### src/rtl/spi_ram_pkg.sv
// rtl/spi_ram_pkg.sv - shared command codes, FSM states and grant encodings for spi_ram_arbiter
package spi_ram_pkg;

  localparam logic [1:0] CMD_WR_ADDR = 2'b00;
  localparam logic [1:0] CMD_WR_DATA = 2'b01;
  localparam logic [1:0] CMD_RD_ADDR = 2'b10;
  localparam logic [1:0] CMD_RD_DATA = 2'b11;

  localparam logic GNT_SPI = 1'b0;
  localparam logic GNT_LOC = 1'b1;

  typedef enum logic [1:0] {
    ST_IDLE    = 2'd0,
    ST_SPI_ACC = 2'd1,
    ST_LOC_ACC = 2'd2,
    ST_RD_RESP = 2'd3
  } state_t;

endpackage

### src/rtl/rr_arb2.sv
// rtl/rr_arb2.sv - two-requester round-robin arbiter; the side not granted last wins a tie
module rr_arb2
  import spi_ram_pkg::*;
(
  input  logic clk,
  input  logic rst_n,
  input  logic req_spi,
  input  logic req_loc,
  input  logic take,
  output logic gnt_spi,
  output logic gnt_loc
);

  logic last_gnt;

  assign gnt_spi = req_spi & (~req_loc | (last_gnt == GNT_LOC));
  assign gnt_loc = req_loc & (~req_spi | (last_gnt == GNT_SPI));

  // Reset to LOC so that SPI wins the first tie.
  always_ff @(posedge clk or negedge rst_n) begin
    if (!rst_n) begin
      last_gnt <= GNT_LOC;
    end else if (take && gnt_spi) begin
      last_gnt <= GNT_SPI;
    end else if (take && gnt_loc) begin
      last_gnt <= GNT_LOC;
    end
  end

endmodule

### src/rtl/spi_ram_arbiter.sv
// rtl/spi_ram_arbiter.sv - SPI command decoder sharing a 256x8 RAM with a local bus; SPI_OVERRUN_FLAG_EN adds spi_ovr
module spi_ram_arbiter
  import spi_ram_pkg::*;
#(
  parameter int ADDR_W = 8,
  parameter int DATA_W = 8
) (
  input  logic              clk,
  input  logic              rst_n,
`ifdef SPI_OVERRUN_FLAG_EN
  output logic              spi_ovr,
`endif
  input  logic [9:0]        rx_data,
  input  logic              rx_valid,
  output logic [DATA_W-1:0] tx_data,
  output logic              tx_valid,
  input  logic              loc_req,
  input  logic              loc_we,
  input  logic [ADDR_W-1:0] loc_addr,
  input  logic [DATA_W-1:0] loc_wdata,
  output logic              loc_gnt,
  output logic [DATA_W-1:0] loc_rdata,
  output logic              loc_rvalid,
  output logic              mem_en,
  output logic              mem_we,
  output logic [ADDR_W-1:0] mem_addr,
  output logic [DATA_W-1:0] mem_din,
  input  logic [DATA_W-1:0] mem_dout
);

  state_t              state;
  logic                rx_valid_d;
  logic [ADDR_W-1:0]   wr_addr;
  logic [ADDR_W-1:0]   rd_addr;
  logic                spi_pend;
  logic                pend_we;
  logic [ADDR_W-1:0]   pend_addr;
  logic [DATA_W-1:0]   pend_data;
  logic                resp_spi;
  logic                gnt_spi;
  logic                gnt_loc;

  logic       accept;
  logic [1:0] cmd;

  assign accept = rx_valid & ~rx_valid_d;
  assign cmd    = rx_data[9:8];

  rr_arb2 u_arb (
    .clk     (clk),
    .rst_n   (rst_n),
    .req_spi (spi_pend),
    .req_loc (loc_req),
    .take    (state == ST_IDLE),
    .gnt_spi (gnt_spi),
    .gnt_loc (gnt_loc)
  );

  always_ff @(posedge clk or negedge rst_n) begin
    if (!rst_n) begin
      state      <= ST_IDLE;
      rx_valid_d <= 1'b0;
      wr_addr    <= '0;
      rd_addr    <= '0;
      spi_pend   <= 1'b0;
      pend_we    <= 1'b0;
      pend_addr  <= '0;
      pend_data  <= '0;
      resp_spi   <= 1'b0;
      tx_data    <= '0;
      tx_valid   <= 1'b0;
      loc_gnt    <= 1'b0;
      loc_rdata  <= '0;
      loc_rvalid <= 1'b0;
      mem_en     <= 1'b0;
      mem_we     <= 1'b0;
      mem_addr   <= '0;
      mem_din    <= '0;
`ifdef SPI_OVERRUN_FLAG_EN
      spi_ovr    <= 1'b0;
`endif
    end else begin
      rx_valid_d <= rx_valid;
      loc_rvalid <= 1'b0;

      if (accept) begin
        tx_valid <= 1'b0;
        case (cmd)
          CMD_WR_ADDR: wr_addr <= rx_data[ADDR_W-1:0];
          CMD_RD_ADDR: rd_addr <= rx_data[ADDR_W-1:0];
          default: begin
            // The address is snapshotted so later address commands leave the entry alone.
            if (!spi_pend) begin
              spi_pend  <= 1'b1;
              pend_we   <= (cmd == CMD_WR_DATA);
              pend_addr <= (cmd == CMD_WR_DATA) ? wr_addr : rd_addr;
              pend_data <= rx_data[DATA_W-1:0];
            end
`ifdef SPI_OVERRUN_FLAG_EN
            else begin
              spi_ovr <= 1'b1;
            end
`endif
          end
        endcase
      end

      case (state)
        ST_IDLE: begin
          if (gnt_spi) begin
            mem_en   <= 1'b1;
            mem_we   <= pend_we;
            mem_addr <= pend_addr;
            mem_din  <= pend_data;
            resp_spi <= 1'b1;
            state    <= ST_SPI_ACC;
          end else if (gnt_loc) begin
            mem_en   <= 1'b1;
            mem_we   <= loc_we;
            mem_addr <= loc_addr;
            mem_din  <= loc_wdata;
            loc_gnt  <= 1'b1;
            resp_spi <= 1'b0;
            state    <= ST_LOC_ACC;
          end
        end
        ST_SPI_ACC: begin
          spi_pend <= 1'b0;
          mem_en   <= 1'b0;
          mem_we   <= 1'b0;
          state    <= mem_we ? ST_IDLE : ST_RD_RESP;
        end
        ST_LOC_ACC: begin
          loc_gnt  <= 1'b0;
          mem_en   <= 1'b0;
          mem_we   <= 1'b0;
          state    <= mem_we ? ST_IDLE : ST_RD_RESP;
        end
        default: begin
          if (resp_spi) begin
            tx_data  <= mem_dout;
            tx_valid <= 1'b1;
          end else begin
            loc_rdata  <= mem_dout;
            loc_rvalid <= 1'b1;
          end
          state <= ST_IDLE;
        end
      endcase
    end
  end

endmodule

### config.mk
export PLATFORM = sky130hd
export DESIGN_NAME = spi_ram_arbiter
export DESIGN_NICKNAME = d
export VERILOG_FILES = /design/src/rtl/spi_ram_pkg.sv /design/src/rtl/rr_arb2.sv /design/src/rtl/spi_ram_arbiter.sv
export SDC_FILE = /design/constraint.sdc
export NUM_CORES = 1
export LEC_CHECK = 0
export CAP_MARGIN = 0
export CORE_MARGIN = 2
export CORE_UTILIZATION = 25
export CTS_CLUSTER_SIZE = 16
export DETAILED_ROUTE_END_ITERATION = 8
export GPL_ROUTABILITY_DRIVEN = 0
export GPL_TIMING_DRIVEN = 0
export PLACE_DENSITY = 0.56
export SLEW_MARGIN = 10
export SYNTH_ARGS = -nofsm -noshare
export SYNTH_HDL_FRONTEND = slang
export SYNTH_SLANG_ARGS = --single-unit
### constraint.sdc
create_clock -name clk -period 1.35 [get_ports clk]
set_input_delay 0.27 -clock clk [delete_from_list [all_inputs] [get_ports clk]]
set_output_delay 0.27 -clock clk [all_outputs]
set_load 0.02 [all_outputs]
Word-level counts from Yosys, hierarchy flattened

Cells that the tools add are included.
Widths: inputs -> output; s select.

Register bits after elaboration: 76
Bits in latches: 0
Memory bits (writable): 0
Bits in read-only memories: 0
Input port bits: 39
Output and inout bits: 37
Word-level logic and storage cells: 89
Memories: 0

Add/subtract/negate cells: 0
$mul: 0
Div/mod/pow operators: 0
Order comparisons: 0
Eq/ne operators: 8
Shift operators: 0
Multiplexer cells: 29
Bitwise operators: 12
Reductions and logical operators: 21

Operators by type and width:

| kind               | number |
|---|---|
| $mux 8             | 5 |
| $mux 1             | 17 |
| $reduce_and 2->1   | 7 |
| $reduce_bool 2->1  | 5 |
| $not 1->1          | 7 |
| $mux 2             | 3 |
| $pmux 1 s2         | 3 |
| $reduce_and 3->1   | 2 |
| $eq 2x1->1 const B | 2 |
| $eq 2x2->1 const B | 2 |
| $logic_not 2->1    | 2 |
| $ne 2x2->1 const B | 2 |
| $pmux 2 s2         | 1 |
| $reduce_or 2->1    | 2 |
| $and 1x1->1        | 3 |
| $ne 3x3->1 const B | 1 |
| $reduce_or 3->1    | 1 |
| $logic_and 1x1->1  | 2 |
| $ne 2x1->1 const B | 1 |
| $or 1x1->1         | 2 |

Longest topological paths before layout

Gate-level depths: netlist of the first run.

Word-level depth: 6
Depth in mapped cells: 7
Gate-level depth less buffers: 5

By module

A second synthesis of the first run with hierarchy kept.

Cells, all modules: 253
Area total of the unflattened synthesis: 3271.9 µm²

By module, submodules not included:

| module          | instances | cells an instance | area each (µm²) | sequential area each (µm²) |
|---|---|---|---|---|
| spi_ram_arbiter | 1         | 247               | 3215.6          | 1876.8 |
| rr_arb2         | 1         | 6                 | 56.3            | 26.3 |

Worst setup path before layout of the first run

OpenSTA, ideal clock, no wires.

Path kind: register to register
Start point: reg state[0]
End point: reg mem_addr[3]
Library setup time: 0.136 ns
Data arrival time: 1.337 ns
Required time: 1.214 ns
Setup slack: -0.123 ns
Stages on the path, launching flop included: 8
Path buffers: 2
Period minus slack after synthesis: 1.473 ns
Path through: dfrtp_1 -> inv_1 -> ha_1 -> clkbuf_1 -> o21ai_1 -> clkbuf_1 -> nand2_1 -> o21ai_0

Longest elaborated chain between the ends: 2

RTL lines:

| item                              | RTL line               | text |
|---|---|---|
| start, declared                   | spi_ram_arbiter.sv:31  | `state_t state;` |
| start signal, assigned            | spi_ram_arbiter.sv:131 | `state <= mem_we ? ST_IDLE : ST_RD_RESP;` |
| start signal, assigned            | spi_ram_arbiter.sv:137 | `state <= mem_we ? ST_IDLE : ST_RD_RESP;` |
| $logic_not 2->1                   | spi_ram_arbiter.sv:108 | `case (state)` |
| $reduce_and 2->1 (no source line) | -                      |  |
| end signal, assigned              | spi_ram_arbiter.sv:113 | `mem_addr <= pend_addr;` |
| end signal, assigned              | spi_ram_arbiter.sv:120 | `mem_addr <= loc_addr;` |
| end, declared                     | spi_ram_arbiter.sv:26  | `output logic [ADDR_W-1:0] mem_addr,` |

Every way passes these cells.
A chain may end at the register's enable or synchronous reset.

Final worst setup path of the first run

Start point: reg state[0]
End point: reg loc_rdata[1]

Longest elaborated chain between the ends: 4
Elaborated cells on any way between the ends: 6
Those cells by class: 2 x eq/ne; 1 x bitwise; 3 x reduce/logical

RTL lines:

| item                                     | RTL line               | text |
|---|---|---|
| $eq 2x2->1, or another cell as far along | spi_ram_arbiter.sv:108 |  |
| $reduce_or 3->1 (no source line) *       | -                      |  |
| $not 1->1 (no source line) *             | -                      |  |
| $reduce_and 2->1 (no source line) *      | -                      |  |
| end signal, assigned                     | spi_ram_arbiter.sv:144 | `loc_rdata <= mem_dout;` |
| end, declared                            | spi_ram_arbiter.sv:22  | `output logic [DATA_W-1:0] loc_rdata,` |

Mark *: on every way between the ends. The rest lies on a longest branch, timed or not.

==> out/results.tsv, run 1 <==
metric	value	unit
routed vias	2315	
Slowest cell on crit path	dfrtp_1	
share of cells above drive strength 1	43.1	%
final instance area	0.00517	mm^2
Worst setup EP type	flop	
Worst Path Required	1.57	ns
synth warn	0	
Final Slew Violations	0	
setup ws final	-0.0763	ns
register bit count reported by yosys	76	
average size of a mapped cell	12.9	um^2
area grow syn2layout	61.7	%
Post-Route Setup TNS	-1.47	ns
Slew @ Worst Pin	0.422	ns
worst path buffer plus inverter count	2	
Die Ht	117	um
first-pass GRT wire length	12.9	mm
VDD IR max	0.672	mV
Crit Path Max Fanout	5	
pwr/cell area	2310	mW/mm^2
failing checks	setup timing	
CTS sink cnt	76	
clock slew at reported path FFs	0.06	ns
# IOs	76	
total wire length	8.18	mm
Min Clock Period, post-route	1.43	ns
Placed Area	0.00420	mm^2
status	complete, but fails checks	
DRT Pass-1 Iters	4	
clk_lat worst skew	0.34	ns
startpoint types	flop	
core area	0.0126	mm^2
Die X	117	um
post-synthesis sequential area ratio	59.6	%
RSZ-0062 raised after global routing	yes	
final-stage net count	405	
Worst path max stage delay	0.38	ns
CTS max path bufs	2	
clk_skew	0.00578	ns
Slew HR	71.8	%
largest net degree at the start of global routing	60	
Final HPWL DP	5.44	mm
DRC	0	
Initial Utilization	25.4	%
fmax	701	MHz
Data arrival, critical path	1.65	ns
Final setup viols	34	
Mapped Nets	291	
initial antenna violation count	1	
DP Worst Slack	-0.680	ns
delay-heaviest family, CP	flip-flops	
number of global-route vias before repair	2403	
First DRT Iteration DRCs	74	
Pleak	0.00237	uW
CP cell instances	buf_4 -> ha_4 -> nor2b_4 -> buf_6 -> mux2_2	
final-report hold violation count	0	
total track usage	12.7	%
Synth cell types	28	
HP Class	in2reg	
reg2reg setup slack	-0.08	ns
DR vias/cell	4.29	
Routed Antenna Nets	0	
Syn Inst Count	248	
CTS Root Buffer Type	clkbuf_16	
Max Cap Viol	0	
post-synthesis cell area	0.00320	mm^2
final worst path period share	106	%
drt wl/cell	15.1	um
non-filler cells, final	540	
Port-buffer cells	75	
CTS tree	yes	
Num CTS Buffers	9	
Overflow after GRT	0	
Worst Setup Path Type	reg2reg	
CTS H-tree lvls	3	
site row count	41	
Die Area	0.0137	mm^2
DP Cell Count	496	
==> state kept, by name (all words and copies together) (netlist names), 2 cells and up <==
register,flops
loc_rdata,8
mem_addr,8
mem_din,8
pend_addr,8
pend_data,8
rd_addr,8
tx_data,8
wr_addr,8
state,2
==> synthesized netlist by cell type (all sizes together) <==
library cell / instances / area, um^2
clkbuf: 5 / 20.0
inv: 9 / 33.8
nand2: 21 / 78.8
nor3: 1 / 10.0
o22ai: 2 / 12.5
a21bo: 1 / 10.0
buf: 5 / 38.8
a21oi: 13 / 65.1
a22o: 1 / 8.76
nor2: 13 / 48.8
mux2: 40 / 450
dfstp: 1 / 26.3
nor2b: 2 / 12.5
o22a: 1 / 8.76
nor3b: 3 / 45.1
dfrtp: 75 / 1880
mux2i: 26 / 260
a31oi: 3 / 18.8
o21ai: 20 / 100
ha: 4 / 50.1
nand2b: 2 / 20.0
==> logic make-up after synthesis <==
kind of cell | share of synthesized area (%)
buffers and inverters | 2.90
AOI/OAI and AO/OA | 7.01
and+or+nand+nor | 6.73
adders and majority gates | 1.57
muxes | 22.2
DFF | 59.6
==> power by group <==
part	total, uW	internal, uW	switching (uW)
logic	5360	2780	2580
registers	4020	3290	733
clock network	2580	1660	917
==> final cells by class <==
| type | instances | area [um^2] |
|---|---|---|
| Antenna cell | 1 | 2.50 |
| Buffer | 10 | 124 |
| Clock buffer | 11 | 243 |
| Clock inverter | 5 | 75.1 |
| Fill cell | 1152 | 7400 |
| Inverter | 9 | 38.8 |
| Multi-Input combinational cell | 153 | 1550 |
| Sequential cell | 76 | 1910 |
| Tap cell | 172 | 215 |
| Timing Repair Buffer | 103 | 1010 |
==> stage by stage <==
stage / power (uW) / utilization, % / hold WS (ns)
after floorplan: 6250 / - / -0.0256
after global placement: 7970 / 33.2 / 0.465
after detailed placement: 8080 / 33.4 / 0.166
after CTS: 11000 / 38.7 / 0.267
after global routing: 12600 / 41.1 / 0.297
final: 12000 / 41.1 / 0.275
==> worst paths after layout <==
path | end | cells past startpoint | startpoint
setup reg to reg | loc_rdata[1]$_DFFE_PN0P_ | 5 | state[0]$_DFFE_PN0P_
hold / removal | rx_valid_d$_DFF_PN0_ | 1 | rx_valid
min in group asynchronous | pend_data[2]$_DFFE_PN0P_ | 2 | rst_n
setup / recovery | loc_rdata[1]$_DFFE_PN0P_ | 5 | state[0]$_DFFE_PN0P_
max in group asynchronous | u_arb.last_gnt$_DFFE_PN1P_ | 3 | rst_n
hold reg to reg | tx_valid$_DFF_PN0_ | 2 | tx_valid$_DFF_PN0_
==> routing by layer <==
layer	global-route usage [%]	wire, um	up-vias
li1	-	-	1105
met1	15.3	3440	1171
met2	21.2	4280	28
met3	2.16	249	11
met4	8.24	208	0
met5	0	0	-
==> placed cells by master, fill, tap and decap left out, types with 8 or more instances in the layout <==
| cell type | n |
|---|---|
| buf_8 | 8 |
| mux2i_1 | 26 |
| nand2_2 | 11 |
| buf_4 | 13 |
| clkdlybuf4s50_1 | 33 |
| mux2_2 | 16 |
| buf_6 | 13 |
| mux2_4 | 24 |
| a21oi_2 | 8 |
| o21ai_1 | 8 |
| dlygate4sd2_1 | 30 |
| dfrtp_1 | 73 |
| clkbuf_16 | 9 |
| o21ai_2 | 10 |
==> repair_timing <==
| item | CTS | global route |
|---|---|---|
| gates resized for setup | 97 | 107 |
| hold buffers | 1 | 0 |
| buffers inserted | 15 | 6 |
| cloned | 5 | 0 |
| endpoints found under the setup margin | 104 | 64 |
| pin swaps | 4 | 26 |
| endpoints found under the hold margin | 17 | 0 |
No activity file was read; power rests on OpenSTA's default activity.
==> run 2, diff against run 1 <==
--- a/config.mk
+++ b/config.mk
@@ -7,12 +7,11 @@
 export LEC_CHECK = 0
 export CAP_MARGIN = 0
 export CORE_MARGIN = 2
-export CORE_UTILIZATION = 25
+export CORE_UTILIZATION = 45
 export CTS_CLUSTER_SIZE = 16
 export DETAILED_ROUTE_END_ITERATION = 8
-export GPL_ROUTABILITY_DRIVEN = 0
 export GPL_TIMING_DRIVEN = 0
-export PLACE_DENSITY = 0.56
+export PLACE_DENSITY = 0.85
 export SLEW_MARGIN = 10
 export SYNTH_ARGS = -nofsm -noshare
 export SYNTH_HDL_FRONTEND = slang
==> out/results.tsv, run 2 (synthesis gave the netlist of run 1 again) <==
metric	value	unit
initial antenna violation count	0	
Met3 Wirelength	479	um
Pleak	0.00227	uW
Tot Pwr	11600	uW
Max Cap Viol	0	
pwr/cell area	2330	mW/mm^2
number of global-route vias before repair	2539	
Final Util	72.9	%
fmax	675	MHz
setup ws final	-0.132	ns
HP Class	in2reg	
n_diodes	0	
DR vias/cell	5.34	
total track usage	23.7	%
RSZ-0062 raised after global routing	yes	
Die Area	0.00779	mm^2
Overflow after GRT	0	
CTS H-tree lvls	3	
Worst Setup Path Type	reg2reg	
Final setup viols	61	
Slew HR	72.7	%
first-pass GRT wire length	13.6	mm
hold endpoint	rx_valid_d$_DFF_PN0_	
Initial Utilization	46.8	%
reg2reg setup slack	-0.13	ns
Worst Path Required	1.59	ns
Final Slew Violations	0	
clk_skew	0.0161	ns
Hold WS	0.278	ns
cell count of the worst hold path	1	
DRC	0	
total wire length	9.64	mm
area grow syn2layout	55.8	%
Num CTS Buffers	9	
failing checks	setup timing	
Slew @ Worst Pin	0.408	ns
Die Ht	88.3	um
core area	0.00683	mm^2
CTS tree	yes	
CTS sink cnt	76	
Port-buffer cells	75	
share of cells above drive strength 1	40.8	%
CTS Root Buffer Type	clkbuf_8	
# IOs	76	
final instance area	0.00498	mm^2
Worst setup EP type	flop	
Crit Path Max Fanout	5	
Die X	88.3	um
Final HPWL DP	5.23	mm
Min-Delay Startpoint	rx_valid	
most frequent cells in the layout	dfrtp_1, clkdlybuf4s50_1, mux2_4	
Routed Antenna Nets	0	
DRT Pass-1 Iters	4	
reg2reg path depth	4	
VDD IR max	1.01	mV
DP Worst Slack	-0.662	ns
Placed Area	0.00410	mm^2
Data arrival, critical path	1.72	ns
startpoint types	flop	
WL met2	4.88	mm
final worst path period share	110	%
M1 wire length	3.94	mm
final-report hold violation count	0	
First DRT Iteration DRCs	181	
Top Layer Used	met4	
final-stage net count	403	
leading cell type in the layout, fill and taps excluded	dfrtp_1	
site row count	30	
status	complete, but fails checks	
routed vias	2462	
Min Clock Period, post-route	1.48	ns
r2r endpoint	pend_data[5]$_DFFE_PN0P_	
clock slew at reported path FFs	0.07	ns
clk_lat worst skew	0.36	ns
largest net degree at the start of global routing	50	
drt wl/cell	20.9	um
CTS max path bufs	2	
reg2reg start	rx_valid_d$_DFF_PN0_	
routability cong.	0.774	
run 2: changes by cell type in the layout (fill, tap and decap cells not counted), sizes merged, moves of 2 or more:
cell           previous run  this run
dlygate4sd2              30         4
clkdlybuf4s15             6        30
clkbuf                   16        18
clkinv                    3         1
run 2: power by group:
group | internal [uW] | total [uW] | switching (uW)
Combinational | 2830 | 5540 | 2710
Sequential | 3280 | 4150 | 866
Clock | 1050 | 1900 | 851
run 2: metal layers:
| layer | vias up | GRT usage [%] |
|---|---|---|
| met3 | 25 | 5.69 |
| met1 | 1264 | 30.3 |
| met4 | 0 | 9.64 |
| met5 | - | 0 |
| met2 | 92 | 39.0 |
| li1 | 1081 | - |
run 2: area by class of cell:
cell class / count / area, um^2
timing repair buffer: 101 / 1020
multi-input combinational: 153 / 1540
buffer: 10 / 128
fill: 403 / 1850
sequential: 76 / 1900
clock inverter: 3 / 42.5
inverter: 9 / 36.3
clock buffer: 13 / 179
tap: 96 / 120
run 2: worst max-delay path, stage by stage, from the launching register on:
cell and delay (ns):
dfrtp_1 0.39, nand2b_4 0.18, nor3b_4 0.30, buf_6 0.19
mux2_4 0.31
run 2: what timing repair did:
item | in CTS | in global routing
endpoints found under the setup margin | 105 | 101
hold buffers | 1 | 0
endpoints found under the hold margin | 27 | 0
resized for setup | 116 | 110
setup buffers | 13 | 7
gates cloned | 5 | 0
pin swaps | 4 | 11
run 2: through the flow:
step / instances / TNS (ns)
after global placement: 419 / -213.70
after global routing: 461 / -6.57
after floorplan: 248 / -0.641
after CTS: 455 / -2.18
final: 461 / -3.97
after detailed placement: 420 / -27.67
run 2: how the worst max path moves through the flow:
| stage | from | to | depth (start not counted) |
|---|---|---|---|
| after floorplan | rx_valid_d$_DFF_PN0_ | pend_data[5]$_DFFE_PN0P_ | 4 |
| after global placement | rst_n | loc_rvalid$_DFF_PN0_ | 1 |
| after detailed placement | rx_valid | pend_data[7]$_DFFE_PN0P_ | 5 |
| after CTS | rx_valid_d$_DFF_PN0_ | pend_data[3]$_DFFE_PN0P_ | 4 |
| after global routing | rx_valid_d$_DFF_PN0_ | pend_data[5]$_DFFE_PN0P_ | 4 |
| final | rx_valid_d$_DFF_PN0_ | pend_data[5]$_DFFE_PN0P_ | 4 |
==> run 3, diff against run 2 <==
--- a/config.mk
+++ b/config.mk
@@ -7,11 +7,12 @@
 export LEC_CHECK = 0
 export CAP_MARGIN = 0
 export CORE_MARGIN = 2
-export CORE_UTILIZATION = 45
+export CORE_UTILIZATION = 25
 export CTS_CLUSTER_SIZE = 16
 export DETAILED_ROUTE_END_ITERATION = 8
 export GPL_TIMING_DRIVEN = 0
-export PLACE_DENSITY = 0.85
+export MAX_ROUTING_LAYER = met4
+export PLACE_DENSITY = 0.56
 export SLEW_MARGIN = 10
 export SYNTH_ARGS = -nofsm -noshare
 export SYNTH_HDL_FRONTEND = slang
==> out/results.tsv, run 3 (synthesis gave the netlist of run 1 again) <==
metric	value	unit
status	complete, but fails checks	
failing checks	setup timing	
Slew @ Worst Pin	0.426	ns
Worst Path Required	1.57	ns
clk_lat worst skew	0.34	ns
Crit Path Max Fanout	5	
final-stage net count	405	
Pleak	0.00236	uW
First DRT Iteration DRCs	94	
first-pass GRT wire length	12.8	mm
core area	0.0126	mm^2
register area	0.00191	mm^2
CTS max path bufs	2	
RSZ-0062 raised after global routing	yes	
Worst setup EP type	flop	
CTS tree	yes	
Slew HR	71.5	%
routed vias	2326	
site row count	41	
CTS sink cnt	76	
DR vias/cell	4.31	
cell count of the worst hold path	1	
setup ws final	-0.0765	ns
initial antenna violation count	1	
Max Cap Viol	0	
Post-Route Setup TNS	-1.48	ns
largest net degree at the start of global routing	60	
Port-buffer cells	75	
CTS Root Buffer Type	clkbuf_16	
CTS H-tree lvls	3	
DRT Pass-1 Iters	4	
Initial Utilization	25.4	%
reg2reg path depth	5	
Die Ht	117	um
share of cells above drive strength 1	42.8	%
number of global-route vias before repair	2410	
Worst Setup Path Type	reg2reg	
multi-input logic area	0.00155	mm^2
Num CTS Buffers	9	
non-filler cells, final	540	
final-report hold violation count	0	
Final Slew Violations	0	
pwr/cell area	2310	mW/mm^2
DRC	0	
drt wl/cell	15.2	um
HP Class	in2reg	
Die X	117	um
final worst path period share	106	%
hold endpoint	rx_valid_d$_DFF_PN0_	
Routed Antenna Nets	0	
most frequent cells in the layout	dfrtp_1, clkdlybuf4s50_1, dlygate4sd2_1	
startpoint types	flop	
leading cell type in the layout, fill and taps excluded	dfrtp_1	
Overflow after GRT	0	
fmax	701	MHz
VDD IR max	0.679	mV
Die Area	0.0137	mm^2
clk_skew	0.00634	ns
filler cell count	1151	
Min Clock Period, post-route	1.43	ns
area grow syn2layout	61.5	%
reg2reg start	state[0]$_DFFE_PN0P_	
DP Cell Count	496	
Final HPWL DP	5.44	mm
total track usage	13.2	%
# IOs	76	
Data arrival, critical path	1.65	ns
routability cong.	0.754	
r2r endpoint	loc_rdata[1]$_DFFE_PN0P_	
clock slew at reported path FFs	0.06	ns
Final setup viols	34	
total wire length	8.20	mm
reg2reg setup slack	-0.08	ns
Min-Delay Startpoint	rx_valid	
==> run 3: routing by layer <==
layer  vias up  track usage [%]  wire (um)
li1       1105                -          -
met1      1171             15.4       3460
met2        38             21.1       4270
met3        12             3.45        294
met4         0             6.35        175
met5         -                -          0
==> run 3: cell type report <==
class | count | share of cell area (%)
Clock inverter | 5 | 1.45
Antenna cell | 1 | 0.0485
Multi-Input combinational cell | 153 | 30.0
Tap cell | 172 | 4.17
Inverter | 9 | 0.752
Buffer | 10 | 2.40
Timing Repair Buffer | 103 | 19.6
Clock buffer | 11 | 4.70
Sequential cell | 76 | 36.9
==> run 3: what timing repair did <==
action	4_1_cts	5_1_grt
cloned	5	0
setup endpoints to repair	104	66
hold buffers	1	0
setup buffers	15	6
hold endpoints to repair	17	0
resized for setup	97	109
pin swaps	4	26
==> run 3: power by group <==
group | leakage [uW] | switching (uW) | internal [uW] | total, uW
Clock | 0.000159 | 926 | 1660 | 2580
Combinational | 0.00130 | 2570 | 2770 | 5340
Sequential | 0.000908 | 732 | 3290 | 4020
Total | 0.00236 | 4220 | 7720 | 11900
==> run 3: how the worst max path moves through the flow <==
stage | startpoint | end | slack, ns | depth (start not counted)
5_1_grt | rx_valid_d$_DFF_PN0_ | wr_addr[0]$_DFFE_PN0P_ | -0.13 | 5
2_1_floorplan | rx_valid_d$_DFF_PN0_ | pend_data[5]$_DFFE_PN0P_ | -0.1 | 4
3_3_place_gp | rst_n | loc_rvalid$_DFF_PN0_ | -2.64 | 1
6_report | state[0]$_DFFE_PN0P_ | loc_rdata[1]$_DFFE_PN0P_ | -0.08 | 5
3_5_place_dp | rx_valid | pend_data[6]$_DFFE_PN0P_ | -0.68 | 5
4_1_cts | rx_valid_d$_DFF_PN0_ | wr_addr[6]$_DFFE_PN0P_ | -0.11 | 5
==> run 3: critical path: stages (launching register included) <==
cell and delay [ns]:
dfrtp_1 0.38, buf_4 0.13, ha_4 0.14, nor2b_4 0.18
buf_6 0.14, mux2_2 0.33
==> run 3: metrics by stage <==
| stage | hold WS (ns) | util, % | area (um^2) | setup slack, ns | total power, uW |
|---|---|---|---|---|---|
| after floorplan | -0.0256 | - | 3210 | -0.0995 | 6250 |
| after global placement | 0.465 | 33.2 | 4170 | -2.64 | 7970 |
| after detailed placement | 0.166 | 33.4 | 4200 | -0.680 | 8080 |
| after CTS | 0.267 | 38.7 | 4860 | -0.114 | 11000 |
| after global routing | 0.292 | 41.1 | 5160 | -0.132 | 12600 |
| final | 0.276 | 41.1 | 5160 | -0.0765 | 11900 |
